$ cat src/rtl/fork_sync_param.sv
// fork_sync_param: clocked eager fork. One input token (data + branch mask)
// is broadcast to `size` output branches with independent req/ack handshakes.
// The token retires once every enabled branch has acknowledged it. tok_cnt
// counts retired tokens, including tokens accepted with an all-zero mask,
// which are dropped at once.
// Optional build macro FORK_REG_ACK_EN: ack_in depends only on the held state.
// This breaks the combinational ack_out->ack_in path and halves the peak
// throughput.
module fork_sync_param #(
  parameter int size  = 2,
  parameter int WIDTH = 8,
  parameter int CNT_W = 16
) (
  input  logic              clk,
  input  logic              rst,
  input  logic              req_in,
  output logic              ack_in,
  input  logic [WIDTH-1:0]  data_in,
  input  logic [size-1:0]   mask_in,
  output logic [size-1:0]   req_out,
  input  logic [size-1:0]   ack_out,
  output logic [WIDTH-1:0]  data_out,
  output logic [CNT_W-1:0]  tok_cnt
);

  // valid_q doubles as the FSM state: EMPTY (no token) / HELD (token held)
  localparam logic [0:0] ST_EMPTY = 1'b0;
  localparam logic [0:0] ST_HELD  = 1'b1;

  logic              valid_q, valid_d;
  logic [size-1:0]   pend_q,  pend_d;
  logic [WIDTH-1:0]  data_q,  data_d;
  logic [CNT_W-1:0]  cnt_q,   cnt_d;
  logic              done_now;
  logic              in_xfer;
  logic [1:0]        retire_inc;

  // Handshake outputs and the "last owed branches finish this cycle" term
  always_comb begin
    done_now = valid_q & ((pend_q & ~ack_out) == {size{1'b0}});
`ifdef FORK_REG_ACK_EN
    ack_in   = ~valid_q;
`else
    ack_in   = ~valid_q | done_now;
`endif
    in_xfer  = req_in & ack_in;
    req_out  = {size{valid_q}} & pend_q;
    data_out = data_q;
    tok_cnt  = cnt_q;
  end

  // Next-state: branch completion, token retire, and loading a new token
  always_comb begin
    valid_d    = valid_q;
    pend_d     = pend_q;
    data_d     = data_q;
    retire_inc = 2'd0;
    case (valid_q)
      ST_EMPTY: begin
        pend_d  = {size{1'b0}};
        valid_d = 1'b0;
      end
      ST_HELD: begin
        // Acks on branches that are no longer owed simply mask to zero
        pend_d = pend_q & ~ack_out;
        if (done_now) begin
          valid_d    = 1'b0;
          retire_inc = 2'd1;
        end else begin
          valid_d = 1'b1;
        end
      end
      default: begin
        valid_d = 1'b0;
        pend_d  = {size{1'b0}};
      end
    endcase
    // A new token may land in the same cycle the old one retires
    if (in_xfer) begin
      data_d  = data_in;
      pend_d  = mask_in;
      valid_d = (mask_in != {size{1'b0}});
      // An empty mask means no branch owes anything: retire on acceptance
      if (mask_in == {size{1'b0}}) begin
        retire_inc = retire_inc + 2'd1;
      end else begin
        retire_inc = retire_inc;
      end
    end else begin
      data_d = data_q;
    end
    cnt_d = cnt_q + CNT_W'(retire_inc);
  end

  // State registers with synchronous reset; reset discards a held token uncounted
  always_ff @(posedge clk) begin
    if (rst) begin
      valid_q <= 1'b0;
      pend_q  <= {size{1'b0}};
      data_q  <= {WIDTH{1'b0}};
      cnt_q   <= {CNT_W{1'b0}};
    end else begin
      valid_q <= valid_d;
      pend_q  <= pend_d;
      data_q  <= data_d;
      cnt_q   <= cnt_d;
    end
  end

endmodule

$ cat config.mk
export PLATFORM = sky130hd
export DESIGN_NAME = fork_sync_param
export DESIGN_NICKNAME = d
export VERILOG_FILES = /design/src/rtl/fork_sync_param.sv
export SDC_FILE = /design/constraint.sdc
export NUM_CORES = 1
export LEC_CHECK = 0
export ABC_AREA = 1
export BUFFER_PORTS_ARGS = -buffer_cell sky130_fd_sc_hd__buf_2
export CAP_MARGIN = 25
export CORE_MARGIN = 4
export CORE_UTILIZATION = 40
export DETAILED_ROUTE_END_ITERATION = 10
export PLACE_DENSITY = 0.65
export SLEW_MARGIN = 0
export SYNTH_ARGS = -nofsm -noshare
export SYNTH_HDL_FRONTEND = slang
export SYNTH_SLANG_ARGS = --single-unit
$ cat constraint.sdc
create_clock -name clk -period 2.5 [get_ports clk]
set_input_delay 0.5 -clock clk [delete_from_list [all_inputs] [get_ports clk]]
set_output_delay 0.5 -clock clk [all_outputs]
set_load 0.01 [all_outputs]
Word-level counts from Yosys, hierarchy flattened
Cells that the tools add are included.
{"block": "word_totals", "register_bits": 27, "inputBits": 15, "out_inout_bits": 27, "elab_cells": 25}
{"block": "classes", "n_addsub": 2, "mux": 9, "bitwise": 7, "reduce_logical": 3}
{"op": "16-bit by 2-bit adder with 16-bit output", "n": 1}
{"op": "2-bit 2-to-1 mux", "n": 3}
{"op": "2-bit AND", "n": 2}
{"op": "2-bit logical NOT", "n": 2}
{"op": "1-bit 2-to-1 mux", "n": 4}
{"op": "2-bit one-hot mux with 2 select lines", "n": 1}
{"op": "2-bit by 1-bit adder with 2-bit output, second input constant", "n": 1}
{"op": "1-bit AND", "n": 2}
{"op": "2-bit inverter", "n": 1}
{"op": "1-bit one-hot mux with 2 select lines", "n": 1}
{"op": "2-bit nonzero test", "n": 1}
{"op": "1-bit inverter", "n": 1}
{"op": "1-bit bitwise OR", "n": 1}

Logic depth before layout (Yosys ltp)
Gate-level depths: netlist of the first run.
{"block": "depth", "depth_word": 10, "depth_mapped": 17, "depth_no_buf": 17}

Least setup slack after synthesis of the first run
No wires, ideal clock.
{"block": "synth_path", "kind": "input to register", "startpoint": "input port ack_out[0]", "endpoint": "register cnt_q[14], in the netlist tok_cnt[14]", "setup_ps": 113, "t_arrival_ps": 2204, "required_ps": 2387, "path_slack_ps": 183, "stages": 16, "n_path_buf": 0, "path_cell_list": "inv_1 > nand2_1 > nand2_1 > a21oi_1 > ha_1 > nand3_1 > nand2_1 > ha_1 > inv_1 > fa_1 > inv_1 > nand3_1 > nor2_2 > nand3_1 > nor2_1 > nor2_1"}
{"block": "synth_via", "elab_chain_len": 10, "elab_cells_between_ends": 12, "classes_between": "add/sub (2); mux (4); bitwise (5); reduce/logical (1)"}
{"element": "start, declared", "line_no": "21", "rtl": "input logic [size-1:0] ack_out,"}
{"element": "2-bit inverter (*)", "line_no": "40", "rtl": "done_now = valid_q & ((pend_q & ~ack_out) == {size{1'b0}});"}
{"element": "2-bit AND (*)", "line_no": "40"}
{"element": "2-bit logical NOT (*)", "line_no": "40"}
{"element": "1-bit AND (*)", "line_no": "40"}
{"element": "1-bit 2-to-1 mux", "line_no": "66", "rtl": "if (done_now) begin"}
{"element": "1-bit 2-to-1 mux", "line_no": "58", "rtl": "case (valid_q)"}
{"element": "2-bit by 1-bit adder with 2-bit output", "line_no": "85", "rtl": "retire_inc = retire_inc + 2'd1;"}
{"element": "2-bit 2-to-1 mux", "line_no": "84", "rtl": "if (mask_in == {size{1'b0}}) begin"}
{"element": "2-bit 2-to-1 mux (*)", "line_no": "79", "rtl": "if (in_xfer) begin"}
{"element": "16-bit by 2-bit adder with 16-bit output (*)", "line_no": "92", "rtl": "cnt_d = cnt_q + CNT_W'(retire_inc);"}
{"element": "end signal, assigned", "line_no": "101", "rtl": "cnt_q <= {CNT_W{1'b0}};"}
{"element": "end signal, assigned", "line_no": "106", "rtl": "cnt_q <= cnt_d;"}
{"element": "end, declared", "line_no": "33", "rtl": "logic [CNT_W-1:0] cnt_q, cnt_d;"}
Mark *: on every way between the ends. The rest lies on a longest branch, timed or not.
A chain may end at the register's enable or synchronous reset.

Worst setup path after layout of the first run
{"block": "layout_path", "startpoint": "register pend_q[0]", "endpoint": "register cnt_q[14], in the netlist tok_cnt[14]"}
{"block": "layout_via", "elab_chain_len": 9, "elab_cells_between_ends": 11, "classes_between": "add/sub (2); mux (4); bitwise (4); reduce/logical (1)"}
{"element": "start, declared", "line_no": "31", "rtl": "logic [size-1:0] pend_q, pend_d;"}
{"element": "start signal, assigned", "line_no": "99", "rtl": "pend_q <= {size{1'b0}};"}
{"element": "start signal, assigned", "line_no": "104", "rtl": "pend_q <= pend_d;"}
{"element": "2-bit AND (*)", "line_no": "40"}
{"element": "2-bit logical NOT (*)", "line_no": "40"}
{"element": "1-bit AND (*)", "line_no": "40"}
{"element": "1-bit 2-to-1 mux", "line_no": "66"}
{"element": "1-bit 2-to-1 mux", "line_no": "58"}
{"element": "2-bit by 1-bit adder with 2-bit output", "line_no": "85"}
{"element": "2-bit 2-to-1 mux", "line_no": "84"}
{"element": "2-bit 2-to-1 mux (*)", "line_no": "79"}
{"element": "16-bit by 2-bit adder with 16-bit output (*)", "line_no": "92"}
Marked as above.

==> results of run 1 <==
cell usage after synthesis, drive strengths merged:
library cell  number
inv               28
nand3              9
a21oi              6
dfxtp             27
clkinv             1
xor2               1
buf                1
nor2              54
nand2             60
a31oi              2
a211oi             1
fa                 1
clkbuf             2
ha                 3
o21bai             1
nand4              1
o21ai              1
nand3b             1
nor3               1
how the worst max path moves through the flow:
| stage | startpoint | end | cells past startpoint |
|---|---|---|---|
| finish | pend_q[0] | tok_cnt[14] | 16 |
| floorplan | ack_out[0] | tok_cnt[14] | 16 |
| global route | pend_q[0] | tok_cnt[14] | 16 |
| global placement | ack_out[0] | tok_cnt[14] | 17 |
| CTS | pend_q[0] | tok_cnt[14] | 16 |
| detailed placement | ack_out[0] | tok_cnt[14] | 18 |
power by group through the flow:
stage / Sequential, mW / Combinational (mW) / Clock, mW
after floorplan: 0.470 / 0.0490 / 0
after global placement: 0.464 / 0.0910 / 0
after detailed placement: 0.464 / 0.0910 / 0
after CTS: 0.455 / 0.0915 / 0.201
after global routing: 0.457 / 0.104 / 0.221
final: 0.454 / 0.0903 / 0.190
tightest hold or removal path: stages:
cell and delay, ps:
buf_2 70, nor2_1 30, nor2_1 80
stage by stage:
stage	cell area, sq um	instances	util
after detailed placement	1600	287	0.514
after floorplan	1320	201	-
after global placement	1600	287	0.514
after global routing	1620	291	0.523
final	1620	291	0.523
after CTS	1620	291	0.523
per-layer routing:
layer | part of all wire | vias up
met1 | 0.51 | 528
met5 | 0 | -
li1 | - | 701
met3 | 0.052 | 2
met2 | 0.43 | 35
met4 | 0.0069 | 0
cell families (layout without fill, tap and decap cells):
group | Yosys count | after routing | share of synthesized area
AOI/OAI and AO/OA | 11 | 11 | 0.0473
xor gates and xnor gates | 1 | 1 | 0.00662
adders and majority gates | 4 | 4 | 0.0435
buffers and inverters | 32 | 78 | 0.0964
DFF | 27 | 27 | 0.408
and+or+nand+nor | 126 | 126 | 0.398
final cells by class:
cell class / count / area (sq um)
multi-input combinational: 142 / 656
sequential: 27 / 541
clock buffer: 3 / 22.5
timing repair buffer: 45 / 235
inverter: 29 / 109
tap: 44 / 55.1
clock inverter: 1 / 5.00
fill: 346 / 1480
layout by cell type, fill, tap and decap left out, types with 2 or more instances in the layout:
cell type	Yosys	final
buf_2	0	41
dfxtp_1	27	27
a21oi_1	6	6
a31oi_1	2	2
buf_4	0	4
inv_2	2	2
nor2_1	51	51
nand2_2	4	4
inv_1	26	26
ha_1	3	3
nor2_2	2	2
nand2_1	56	56
nand3_1	8	8
clkbuf_4	0	3
state kept, by name (all words and copies together), names as in the netlist:
signal	count
pend_q	2
tok_cnt	16
data_out	8
valid_q	1
==> out/results.ini, run 1 <==
[status]
outcome=finished, final reports clean

[clock_network]
clkTransAtPathRegs_ps=150
ctsResizeCount=0
insertion_delay_ps=320
cts.path.max_buffers=2
clock-sinks=27
ctsHoldBuffers=0
cts_inserted_buffers=3
cts_setup_buffers=0
htree_levels=1
cts_tree=yes
clock-root-buffer=clkbuf_4

[final_layout]
nets=267
drive_gt1_frac=0.239
syn_to_final_growth_pct=22.6
antenna_cells=0

[global_routing]
use_met3=0.0410
grt-busiest-layer=met2
grt.met1_usage=0.185
grt.overflow.total=0
grt_pass1_wl_microns=4630
grtUsageTotal=0.138
grt_max_degree=18
gr-usage-met2=0.217
grt_pass1_vias=1070
antenna_found_initial=0

[worst_setup_path]
crit_type=reg -> reg
r2r-start=pend_q[0]
path_delay_family=adder cells
reg2reg_to=tok_cnt[14]
cp_common_cell=nand2_1
worstSetupEndpointType=flip-flop
slowest_delay_ps=390
arrival_ps=2510
cp_max_fo=5
reg2reg_depth=16
slowest_stage=fa_1
r2r_slack_ps=270
path_buf_inv=2
start_kind=flip-flop
crit_path_cell_trace=nand2_1 -> nand2_1 -> a21oi_1 -> ha_1 -> nand3_1 -> nand2_1 -> ha_1 -> inv_1 -> fa_1 -> inv_1 -> nand3_1 -> nor2_2 -> nand3_1 -> nand2_1 -> nand2_1 -> nor2_1
worst_ep_required_time_ps=2780

[pwr]
clkPwrFrac=0.259
ir_drop_mv=0.415
internal_power_uw=545
p_leak_nw=0.815
netSwitchingPower_uw=190
fin_total_pwr_uw=735
comb_power_share=0.123
p_per_area_mw_per_mm2=453
sw_frac_of_total=0.259
pwr-share-seq=0.618

[placed_design]
dp_hpwl_microns=2110
place.gp.congestion=0.791
port_buffers=41
pre_cts_ws_ps=-62.4

[logic_synthesis]
synth_area_leaders=dfxtp_1 41%, nand2_1 16%, nor2_1 14%, inv_1 7.4%, nand3_1 3.0%
synth-seq-cells=27
synth_seq_area_share=0.408
synth_largest_area_cell=dfxtp_1
syn-cell-area_sq_mm=0.00132
synth_cell_types=24
ys_warn_count=0
synth_nets=220
syn_area_per_cell_sq_um=6.59
synth_cells=201
yosysTopAreaCellShare=0.408

[sta]
fmax_mhz=448
hold_viol_final=0
drv_slew=0
min_period_ps=2230
grt_setup_unrepaired=no
slew_headroom=0.667
whs_ps=383
fin_crit_sh=0.892
setup_viol=0
fin_tns_setup_ps=0
skew_ps=1.95
tightestPinTransition_ps=496
fin_ws_ps=269

[floorplanning]
rows=20
die_h_microns=65.5
fp.dieArea_sq_mm=0.00429
pin_count=42
coreArea_sq_mm=0.00310
start_util=0.427
dieWidth_microns=65.5

[worst_hold_path]
worstHoldPathCells=3
holdCritStartpoint=data_in[4]
hold_path_class=in -> reg
holdPathEnd=data_out[4]

[drt]
firstDrtPassIters=4
vias=1266
vias_per_cell=4.35
drtIter0Drc=62
wl_per_cell_microns=9.45
drc=0
postRouteAntennaNets=0
wl_microns=2750

[flow_run]
maxCapViolCount=0

Power figures use the tool's default switching activity.
==> inputs of run 2 (changes only) <==
--- a/config.mk
+++ b/config.mk
@@ -6,12 +6,12 @@
 export NUM_CORES = 1
 export LEC_CHECK = 0
 export ABC_AREA = 1
-export BUFFER_PORTS_ARGS = -buffer_cell sky130_fd_sc_hd__buf_2
 export CAP_MARGIN = 25
 export CORE_MARGIN = 4
 export CORE_UTILIZATION = 40
 export DETAILED_ROUTE_END_ITERATION = 10
-export PLACE_DENSITY = 0.65
+export DONT_BUFFER_PORTS = 1
+export PLACE_DENSITY_LB_ADDON = 0.3
 export SLEW_MARGIN = 0
 export SYNTH_ARGS = -nofsm -noshare
 export SYNTH_HDL_FRONTEND = slang
==> run 2 against run 1 <==
Critical path depth increased by 1. First-iteration DRC count decreased by 1.6%. Die area unchanged. Count of clock-buffer cells in the layout increased by 1.
==> out/results.ini, run 2 (synthesis gave the netlist of run 1 again) <==
[clock_network]
cts_inserted_buffers=3  ; unchanged
clkTransAtPathRegs_ps=140  ; about the same
htree_levels=1  ; unchanged
cts.path.max_buffers=2  ; unchanged
cts_tree=yes
insertion_delay_ps=320  ; about the same
clock-root-buffer=clkbuf_4
clock-sinks=27  ; unchanged

[worst_setup_path]
cp_max_fo=5  ; unchanged
reg2reg_depth=17  ; +1
start_kind=flip-flop
crit_type=reg -> reg
worst_ep_required_time_ps=2770  ; about the same
worstSetupEndpointType=flip-flop
arrival_ps=2480  ; -30 ps

[sta]
fmax_mhz=452  ; +0.93%
setup_viol=0  ; unchanged
min_period_ps=2210  ; -20.6 ps
slew_headroom=0.683  ; +0.0159
grt_setup_unrepaired=no
fin_tns_setup_ps=0  ; unchanged
hold_viol_final=0  ; unchanged
fin_crit_sh=0.884  ; -0.00826
drv_slew=0  ; unchanged
tightestPinTransition_ps=472  ; -23.7 ps
skew_ps=7.11  ; +5.16 ps
fin_ws_ps=290  ; +20.6 ps

[drt]
postRouteAntennaNets=0  ; unchanged
drc=0  ; unchanged
drtIter0Drc=61  ; -1.6%
vias=1123  ; -11%
wl_per_cell_microns=10.7  ; +13%
wl_microns=2630  ; -4.2%
vias_per_cell=4.55  ; +4.5%
firstDrtPassIters=4  ; unchanged

[floorplanning]
die_h_microns=65.5  ; unchanged
pin_count=42  ; unchanged
rows=20  ; unchanged
start_util=0.427  ; unchanged
dieWidth_microns=65.5  ; unchanged
fp.dieArea_sq_mm=0.00429  ; unchanged
coreArea_sq_mm=0.00310  ; unchanged

[final_layout]
nets=223  ; -16%
antenna_cells=0  ; unchanged
final_common_cell=nand2_1
final_core_util=0.451  ; -0.0722
drive_gt1_frac=0.0739  ; -0.165
syn_to_final_growth_pct=5.67
fillCellCount=330  ; -4.6%
final_cell_mix=56 x nand2_1, 51 x nor2_1, 27 x dfxtp_1
largest_register_ffs=16  ; unchanged

[global_routing]
grt_pass1_wl_microns=4620  ; -0.13%
grt_max_degree=18  ; unchanged
grt_pass1_vias=1051  ; -1.8%
antenna_found_initial=0  ; unchanged
grt.overflow.total=0  ; unchanged
grtUsageTotal=0.136  ; -0.00220

[placed_design]
dp_hpwl_microns=1970  ; -6.8%
pre_cts_ws_ps=37.9  ; +100 ps
port_buffers=0  ; -100%
place.gp.congestion=0.818  ; +3.4%

[status]
outcome=finished, final reports clean

[pwr]
ir_drop_mv=0.386  ; -7.1%
fin_total_pwr_uw=702  ; -4.5%
p_leak_nw=0.601  ; -26%
p_per_area_mw_per_mm2=502  ; +11%

[worst_hold_path]
hold_path_class=in -> reg
worstHoldPathCells=1  ; -2

[flow_run]
maxCapViolCount=0  ; unchanged

==> run 2: power by group <==
group / switching, mW / internal [mW] / total [mW]
logic: 0.0327 / 0.0208 / 0.0535
registers: 0.0169 / 0.446 / 0.463
clock network: 0.123 / 0.0624 / 0.185
==> run 2: worst max-delay path, stage by stage (launching register included) <==
cell and delay [ps]:
dfxtp_1 350, nand2_1 70, inv_1 80, nand2_2 120
nand2_1 90, inv_2 90, nand3_1 70, nand2_1 60
ha_1 150, inv_1 50, fa_1 390, inv_1 90
nand3_1 110, nor2_4 150, nand3_1 100, nand2_1 70
nand2_1 40, nor2_1 80
==> run 2: final cells by class <==
class                           instances  area [sq um]  area share
Clock buffer                            4          26.3      0.0188
Sequential cell                        27           541       0.386
Inverter                               29           109      0.0778
Multi-Input combinational cell        142           661       0.472
Tap cell                               44          55.1      0.0394
Timing Repair Buffer                    1          7.51     0.00537
==> run 2: timing repair <==
item | in CTS | in global routing
setup endpoints to repair | 0 | 1
setup buffers | 0 | 0
resized for setup | 0 | 2
hold buffers | 0 | 0
==> run 2: final timing paths <==
check	startpoint	slack, ps	to
worst max-delay path	valid_q	290	tok_cnt[14]
worst min register to register	tok_cnt[7]	560	tok_cnt[7]
worst min-delay path	rst	220	tok_cnt[1]
worst max register to register	valid_q	290	tok_cnt[14]
==> run 2: stage by stage <==
step / hold WS, ps / area [sq um] / cells
final: 221 / 1400 / 247
after global routing: 189 / 1400 / 247
after CTS: 205 / 1390 / 247
after detailed placement: 546 / 1370 / 243
after global placement: 537 / 1370 / 243
after floorplan: 500 / 1320 / 201
==> run 2: per-layer routing <==
layer,routed length (microns),up-vias,track usage
met5,0,-,0
met2,1160,36,0.216
met4,19,0,0.0311
met1,1180,470,0.165
met3,270,2,0.0650
li1,-,615,-
